[config.mk]
export PLATFORM = sky130hd
export DESIGN_NAME = hazard_control_unit
export DESIGN_NICKNAME = d
export VERILOG_FILES = /design/src/rtl/pipeline_pkg.sv /design/src/rtl/hazard_fwd_unit.sv /design/src/rtl/hazard_control_unit.sv
export SDC_FILE = /design/constraint.sdc
export NUM_CORES = 1
export LEC_CHECK = 0
export ABC_CLOCK_PERIOD_IN_PS = 1850
export CAP_MARGIN = 20
export CELL_PAD_IN_SITES_DETAIL_PLACEMENT = 0
export CELL_PAD_IN_SITES_GLOBAL_PLACEMENT = 2
export CORE_ASPECT_RATIO = 0.5
export CORE_MARGIN = 5
export CORE_UTILIZATION = 23
export DETAILED_ROUTE_END_ITERATION = 8
export GPL_ROUTABILITY_DRIVEN = 1
export PLACE_DENSITY = 0.73
export SYNTH_ARGS = -nofsm -noshare
export SYNTH_HDL_FRONTEND = slang
export SYNTH_HIERARCHICAL = 1
export SYNTH_SLANG_ARGS = --single-unit
export TNS_END_PERCENT = 10
[constraint.sdc]
create_clock -name Clk -period 1.85 [get_ports Clk]
set_clock_uncertainty 0.05 [all_clocks]
set_input_delay 0.2775 -clock Clk [delete_from_list [all_inputs] [get_ports Clk]]
set_output_delay 0.2775 -clock Clk [all_outputs]
set_load 0.005 [all_outputs]
[src/rtl/pipeline_pkg.sv]
// Shared definitions for the MIPS pipeline hazard logic.
//   REG_W      : register index width
//   ZERO_REG   : index of $0, which never takes part in a dependency
//   hz_state_t : hazard controller state encoding
//   fwd_sel_t  : EX operand source select encoding
package pipeline_pkg;

  localparam int REG_W = 5;
  localparam logic [REG_W-1:0] ZERO_REG = '0;

  typedef enum logic [1:0] {
    HZ_RUN   = 2'b00,
    HZ_STALL = 2'b01,
    HZ_FLUSH = 2'b10
  } hz_state_t;

  typedef enum logic [1:0] {
    FWD_RF  = 2'b00,
    FWD_MEM = 2'b01,
    FWD_WB  = 2'b10
  } fwd_sel_t;

endpackage

[src/rtl/hazard_fwd_unit.sv]
// Combinational forwarding comparators.
//   ex_rs/ex_rt           : EX-stage source registers
//   id_rs/id_rt           : ID-stage source registers
//   mem_dst/mem_reg_write : EX/MEM writer
//   wb_dst/wb_reg_write   : MEM/WB writer
//   fwd_a/fwd_b           : EX operand select (FWD_RF / FWD_MEM / FWD_WB)
//   fwd_id_a/fwd_id_b     : ID read port takes WB WriteData
module hazard_fwd_unit
  import pipeline_pkg::*;
#(
  parameter int REG_W = pipeline_pkg::REG_W
) (
  input  logic [REG_W-1:0] ex_rs,
  input  logic [REG_W-1:0] ex_rt,
  input  logic [REG_W-1:0] id_rs,
  input  logic [REG_W-1:0] id_rt,
  input  logic [REG_W-1:0] mem_dst,
  input  logic             mem_reg_write,
  input  logic [REG_W-1:0] wb_dst,
  input  logic             wb_reg_write,
  output logic [1:0]       fwd_a,
  output logic [1:0]       fwd_b,
  output logic             fwd_id_a,
  output logic             fwd_id_b
);

  // A writer to $0 never produces a value worth forwarding.
  function automatic logic hit(input logic wr, input logic [REG_W-1:0] dst,
                               input logic [REG_W-1:0] src);
    return wr && (dst != '0) && (dst == src);
  endfunction

  logic mem_a, mem_b, wb_a, wb_b;

  always_comb begin
    mem_a = hit(mem_reg_write, mem_dst, ex_rs);
    mem_b = hit(mem_reg_write, mem_dst, ex_rt);
    wb_a  = hit(wb_reg_write, wb_dst, ex_rs);
    wb_b  = hit(wb_reg_write, wb_dst, ex_rt);

    // MEM holds the younger result, so it wins over WB.
    fwd_a = FWD_RF;
    if (mem_a)     fwd_a = FWD_MEM;
    else if (wb_a) fwd_a = FWD_WB;

    fwd_b = FWD_RF;
    if (mem_b)     fwd_b = FWD_MEM;
    else if (wb_b) fwd_b = FWD_WB;

    fwd_id_a = hit(wb_reg_write, wb_dst, id_rs);
    fwd_id_b = hit(wb_reg_write, wb_dst, id_rt);
  end

endmodule

[src/rtl/hazard_control_unit.sv]
// Hazard controller for the 5-stage MIPS pipeline.
//   Clk, Reset (async, active low)
//   ID/EX/MEM/WB register indices and control bits in
//   pc_write, ifid_write                    : PC and IF/ID load enables
//   ifid_flush, idex_flush, exmem_flush     : bubble / flush controls
//   fwd_a, fwd_b, fwd_id_a, fwd_id_b        : forwarding selects
//   hz_state                                : current controller state
//   stall_cnt, flush_cnt                    : saturating event counters
//
// state | meaning
// RUN   | last cycle issued neither stall nor flush
// STALL | last cycle issued a load-use stall
// FLUSH | last cycle had a flush cause (branch, jr or jump)
module hazard_control_unit
  import pipeline_pkg::*;
#(
  parameter int CNT_W = 16,
  parameter int REG_W = pipeline_pkg::REG_W
) (
  input  logic             Clk,
  input  logic             Reset,
  input  logic [REG_W-1:0] id_rs,
  input  logic [REG_W-1:0] id_rt,
  input  logic             id_uses_rt,
  input  logic [REG_W-1:0] ex_rs,
  input  logic [REG_W-1:0] ex_rt,
  input  logic             ex_mem_read,
  input  logic [REG_W-1:0] ex_dst,
  input  logic             ex_jr,
  input  logic [REG_W-1:0] mem_dst,
  input  logic             mem_reg_write,
  input  logic             mem_pc_src,
  input  logic [REG_W-1:0] wb_dst,
  input  logic             wb_reg_write,
  input  logic             id_jump,
  output logic             pc_write,
  output logic             ifid_write,
  output logic             ifid_flush,
  output logic             idex_flush,
  output logic             exmem_flush,
  output logic [1:0]       fwd_a,
  output logic [1:0]       fwd_b,
  output logic             fwd_id_a,
  output logic             fwd_id_b,
  output logic [1:0]       hz_state,
  output logic [CNT_W-1:0] stall_cnt,
  output logic [CNT_W-1:0] flush_cnt
);

  localparam logic [CNT_W-1:0] CNT_ONE = 1;

  hz_state_t  state_q, state_d;
  logic [1:0] fwd_a_raw, fwd_b_raw;
  logic       fwd_id_a_raw, fwd_id_b_raw;
  logic       load_use, any_flush, stall_issue;

  hazard_fwd_unit #(.REG_W(REG_W)) u_fwd (
    .ex_rs         (ex_rs),
    .ex_rt         (ex_rt),
    .id_rs         (id_rs),
    .id_rt         (id_rt),
    .mem_dst       (mem_dst),
    .mem_reg_write (mem_reg_write),
    .wb_dst        (wb_dst),
    .wb_reg_write  (wb_reg_write),
    .fwd_a         (fwd_a_raw),
    .fwd_b         (fwd_b_raw),
    .fwd_id_a      (fwd_id_a_raw),
    .fwd_id_b      (fwd_id_b_raw)
  );

  always_comb begin
    load_use = ex_mem_read && (ex_dst != '0) &&
               ((ex_dst == id_rs) || (id_uses_rt && (ex_dst == id_rt)));
    any_flush   = mem_pc_src || ex_jr || id_jump;
    // Any redirect discards the stalled instruction anyway.
    stall_issue = load_use && !any_flush;
  end

  // State register
  always_ff @(posedge Clk or negedge Reset) begin
    if (!Reset) state_q <= HZ_RUN;
    else        state_q <= state_d;
  end

  // Next-state logic
  always_comb begin
    state_d = HZ_RUN;
    if (any_flush)        state_d = HZ_FLUSH;
    else if (stall_issue) state_d = HZ_STALL;
  end

  // Output logic; while Reset is low the pipeline is held and flushed.
  always_comb begin
    pc_write    = 1'b1;
    ifid_write  = 1'b1;
    ifid_flush  = 1'b0;
    idex_flush  = 1'b0;
    exmem_flush = 1'b0;
    fwd_a       = fwd_a_raw;
    fwd_b       = fwd_b_raw;
    fwd_id_a    = fwd_id_a_raw;
    fwd_id_b    = fwd_id_b_raw;
    if (!Reset) begin
      pc_write    = 1'b0;
      ifid_write  = 1'b0;
      ifid_flush  = 1'b1;
      idex_flush  = 1'b1;
      exmem_flush = 1'b1;
      fwd_a       = FWD_RF;
      fwd_b       = FWD_RF;
      fwd_id_a    = 1'b0;
      fwd_id_b    = 1'b0;
    end else if (mem_pc_src) begin
      ifid_flush  = 1'b1;
      idex_flush  = 1'b1;
      exmem_flush = 1'b1;
    end else if (ex_jr) begin
      ifid_flush  = 1'b1;
      idex_flush  = 1'b1;
    end else if (id_jump) begin
      ifid_flush  = 1'b1;
    end else if (stall_issue) begin
      pc_write    = 1'b0;
      ifid_write  = 1'b0;
      idex_flush  = 1'b1;
    end
  end

  assign hz_state = state_q;

  always_ff @(posedge Clk or negedge Reset) begin
    if (!Reset) begin
      stall_cnt <= '0;
      flush_cnt <= '0;
    end else begin
      if (stall_issue && (stall_cnt != '1)) stall_cnt <= stall_cnt + CNT_ONE;
      if (any_flush && (flush_cnt != '1))   flush_cnt <= flush_cnt + CNT_ONE;
    end
  end

  // The bubble inserted by a stall clears ex_mem_read, so a second
  // consecutive stall means the upstream pipeline is broken.
  a_no_double_stall : assert property (@(posedge Clk) disable iff (!Reset)
    !((state_q == HZ_STALL) && stall_issue));

endmodule

==> impl_metrics.ini <==
[status]
outcome = complete, but fails checks
violations = negative setup slack

[worst_setup_path]
crit_arrival_ns = 1.73
worstPathMaxFanout = 3
cp-start-kind = input pin
end_kind = output port
worstPathRequired_ns = 1.52
critical_path_class = in -> out

[cts]
clock_latency_ns = 0.27
cts_tree = done
cts_made_buffers = 5
cts_root_buf = clkbuf_16
clockBufferDepth = 2
cts.clk_slew.worst_paths_ns = 0.05
cts.sinks = 34
h-tree-depth = 2

[floorplanning]
dieArea_mm2 = 0.01195
fp.dieH_um = 79.84
die_w_um = 149.7
ios = 89
core_area_mm2 = 0.009478
start_util_pct = 23.67
fp-row-count = 25

[grt]
grt_pass1_wl_mm = 11.42
grt-ovfl-total = 0
grtUsageTotal_pct = 11.82
grt_max_degree = 26
grt_pass1_vias = 2324
antenna_found_initial = 0

[synthesis]
synth_simple_gate_area_share_pct = 25.26
avgSynthCellArea_um2 = 9.927
synthesis.nets = 272
yosys.area_share.adder_pct = 1.115
synth_compound_area_share_pct = 4.406
synth_top_area_cell = dfrtp_1
synth_ff_type = dfrtp_1
synth_top_area_share_pct = 37.93
synth_top_family_by_area = XOR/XNOR gates
synth_seq_cells = 34
yosysSeqAreaShare_pct = 37.93
ys_warn_count = 6
synthesis.area_mm2 = 0.002243
synth.area.mux_share_pct = 1.171
yosys.area_share.xor_xnor_pct = 27.33
synth_area_leaders = dfrtp_1 38%, xnor2_1 21%, xor2_1 6.6%, nand3_1 4.7%, nand4_1 3.6%
async_reset_ff_share_pct = 100.0
postSynthCellCount = 226
synth_edf_count = 0
ys_types = 36

[power]
p_leak_nw = 1.634
peakVddDrop_v = 0.0005826
p_per_area_mw_per_mm2 = 693.2

[drt]
drt_iter0_drc = 78
vias = 2142
via_per_inst = 4.175
ant_nets = 0
firstDrtPassIters = 4
drcViolationCount = 0
drt-total-wl_mm = 6.903
wl_per_cell_um = 13.46

[timing]
layout_setup_ws_ns = -0.2106
drv_slew = 0
worst_pin_slew_ns = 0.4484
finalCritPeriodShare_pct = 111.4
max_freq_mhz = 485.3
hold_ws_ns = 0.08656
finalSetupViolations = 4
slew_headroom_pct = 69.88
rsz0062_at_grt = yes
fin_crit_ns = 2.061
hold_viol_final = 0

[place]
place_hpwl_mm = 5.833
gp_congestion = 0.7874
dp_cells = 501
portBuffers = 88

[cells_and_area]
layout_common_cells = 63 x buf_4, 52 x xnor2_1, 40 x clkdlybuf4s50_1
drive_above_1_share_pct = 29.89
diodes = 0
final_util_pct = 40.74
areaGrowthSynthToFinish_pct = 72.11
final_common_cell = buf_4
finalNonFillerCells = 513
finalNetCount = 423

[hold_path]
hp-class = in -> async

[job]
max-cap-violations = 0
-- per-layer routing --
layer	vias to the layer above	track usage, %	wire length, µm
li1	1084	-	-
met1	1032	13.67	2870
met2	21	22.93	3841
met3	5	2.269	140
met4	0	2.190	51
met5	-	0	0
-- cells by family (layout without fill, tap and decap cells) --
kind of cell	after synthesis	count (layout)
AND/OR/NAND/NOR	98	98
XOR/XNOR	70	70
flip-flops	34	34
buffers and inverters	12	164
AO/OA/AOI/OAI	8	8
adder cells (fa/ha/maj)	2	2
multiplexers	2	2
-- per-stage QoR --
step | TNS [ns] | power, mW | worst slack [ns] | area, µm²
6_report | -0.5068 | 2.677 | -0.2106 | 3861
5_1_grt | -0.9704 | 2.846 | -0.2521 | 3861
4_1_cts | -0.9022 | 2.722 | -0.2884 | 3865
3_5_place_dp | -14.77 | 1.781 | -0.9057 | 3699
3_3_place_gp | -13.79 | 1.748 | -0.8686 | 3699
2_1_floorplan | -0.03917 | 1.238 | -0.03917 | 2243
-- final timing paths --
check | startpoint | endpoint | slack (ns) | cells past startpoint
setup / recovery | ex_dst[4] | idex_flush | -0.21 | 6
min in group Clk | id_jump | hz_state[0] | 0.37 | 4
setup reg to reg | stall_cnt[0] | stall_cnt[14] | 0.08 | 6
hold reg to reg | flush_cnt[13] | flush_cnt[13] | 0.44 | 1
max in group asynchronous | Reset | hz_state[0] | 1.10 | 3
hold / removal | Reset | stall_cnt[10] | 0.09 | 2
-- area by class of cell --
cell class,instances,area (µm²)
multi-input cells,180,1396
fillers,952,5617
repair buffers,154,1275
flip-flops and latches,34,850.8
inverters,2,7.507
clock inverters,1,30.03
well taps,135,168.9
clock buffers,7,132.6
-- cells in the mapped netlist (2+ instances only) --
library cell	n
xnor2_1	53
buf_2	2
nand3_1	21
or4_4	2
nor3_2	2
nor3_1	6
nor2b_1	2
inv_1	2
and2_1	6
nor2_1	10
nand4_1	13
clkbuf_1	4
o21ai_2	2
buf_4	4
nand2b_1	2
dfrtp_1	34
and3_1	7
ha_1	2
nor4_1	5
xor2_1	17
nand2_1	15
-- sequential cells by signal, summed over array words and instances (netlist names) --
name       cells
hz_state       2
flush_cnt     16
stall_cnt     16
-- power breakdown --
group	leakage (nW)	internal, mW	switching [mW]
logic	1.10	0.500	0.330
registers	0.455	0.837	0.0872
clock network	0.0781	0.636	0.287
-- worst max-delay path, cell delays in order --
cell,delay (ns)
buf_6,0.09
or4_4,0.54
o21bai_4,0.14
nor2b_2,0.07
or4b_1,0.46
buf_2,0.14
-- repair_timing --
action | 4_1_cts | 5_1_grt
hold buffers | 1 | 0
hold endpoints to repair | 1 | 0
setup endpoints to repair | 26 | 13
setup buffers | 2 | 1
pin swaps | 19 | 11
resized for setup | 112 | 8
No activity file was read; power rests on OpenSTA's default activity.
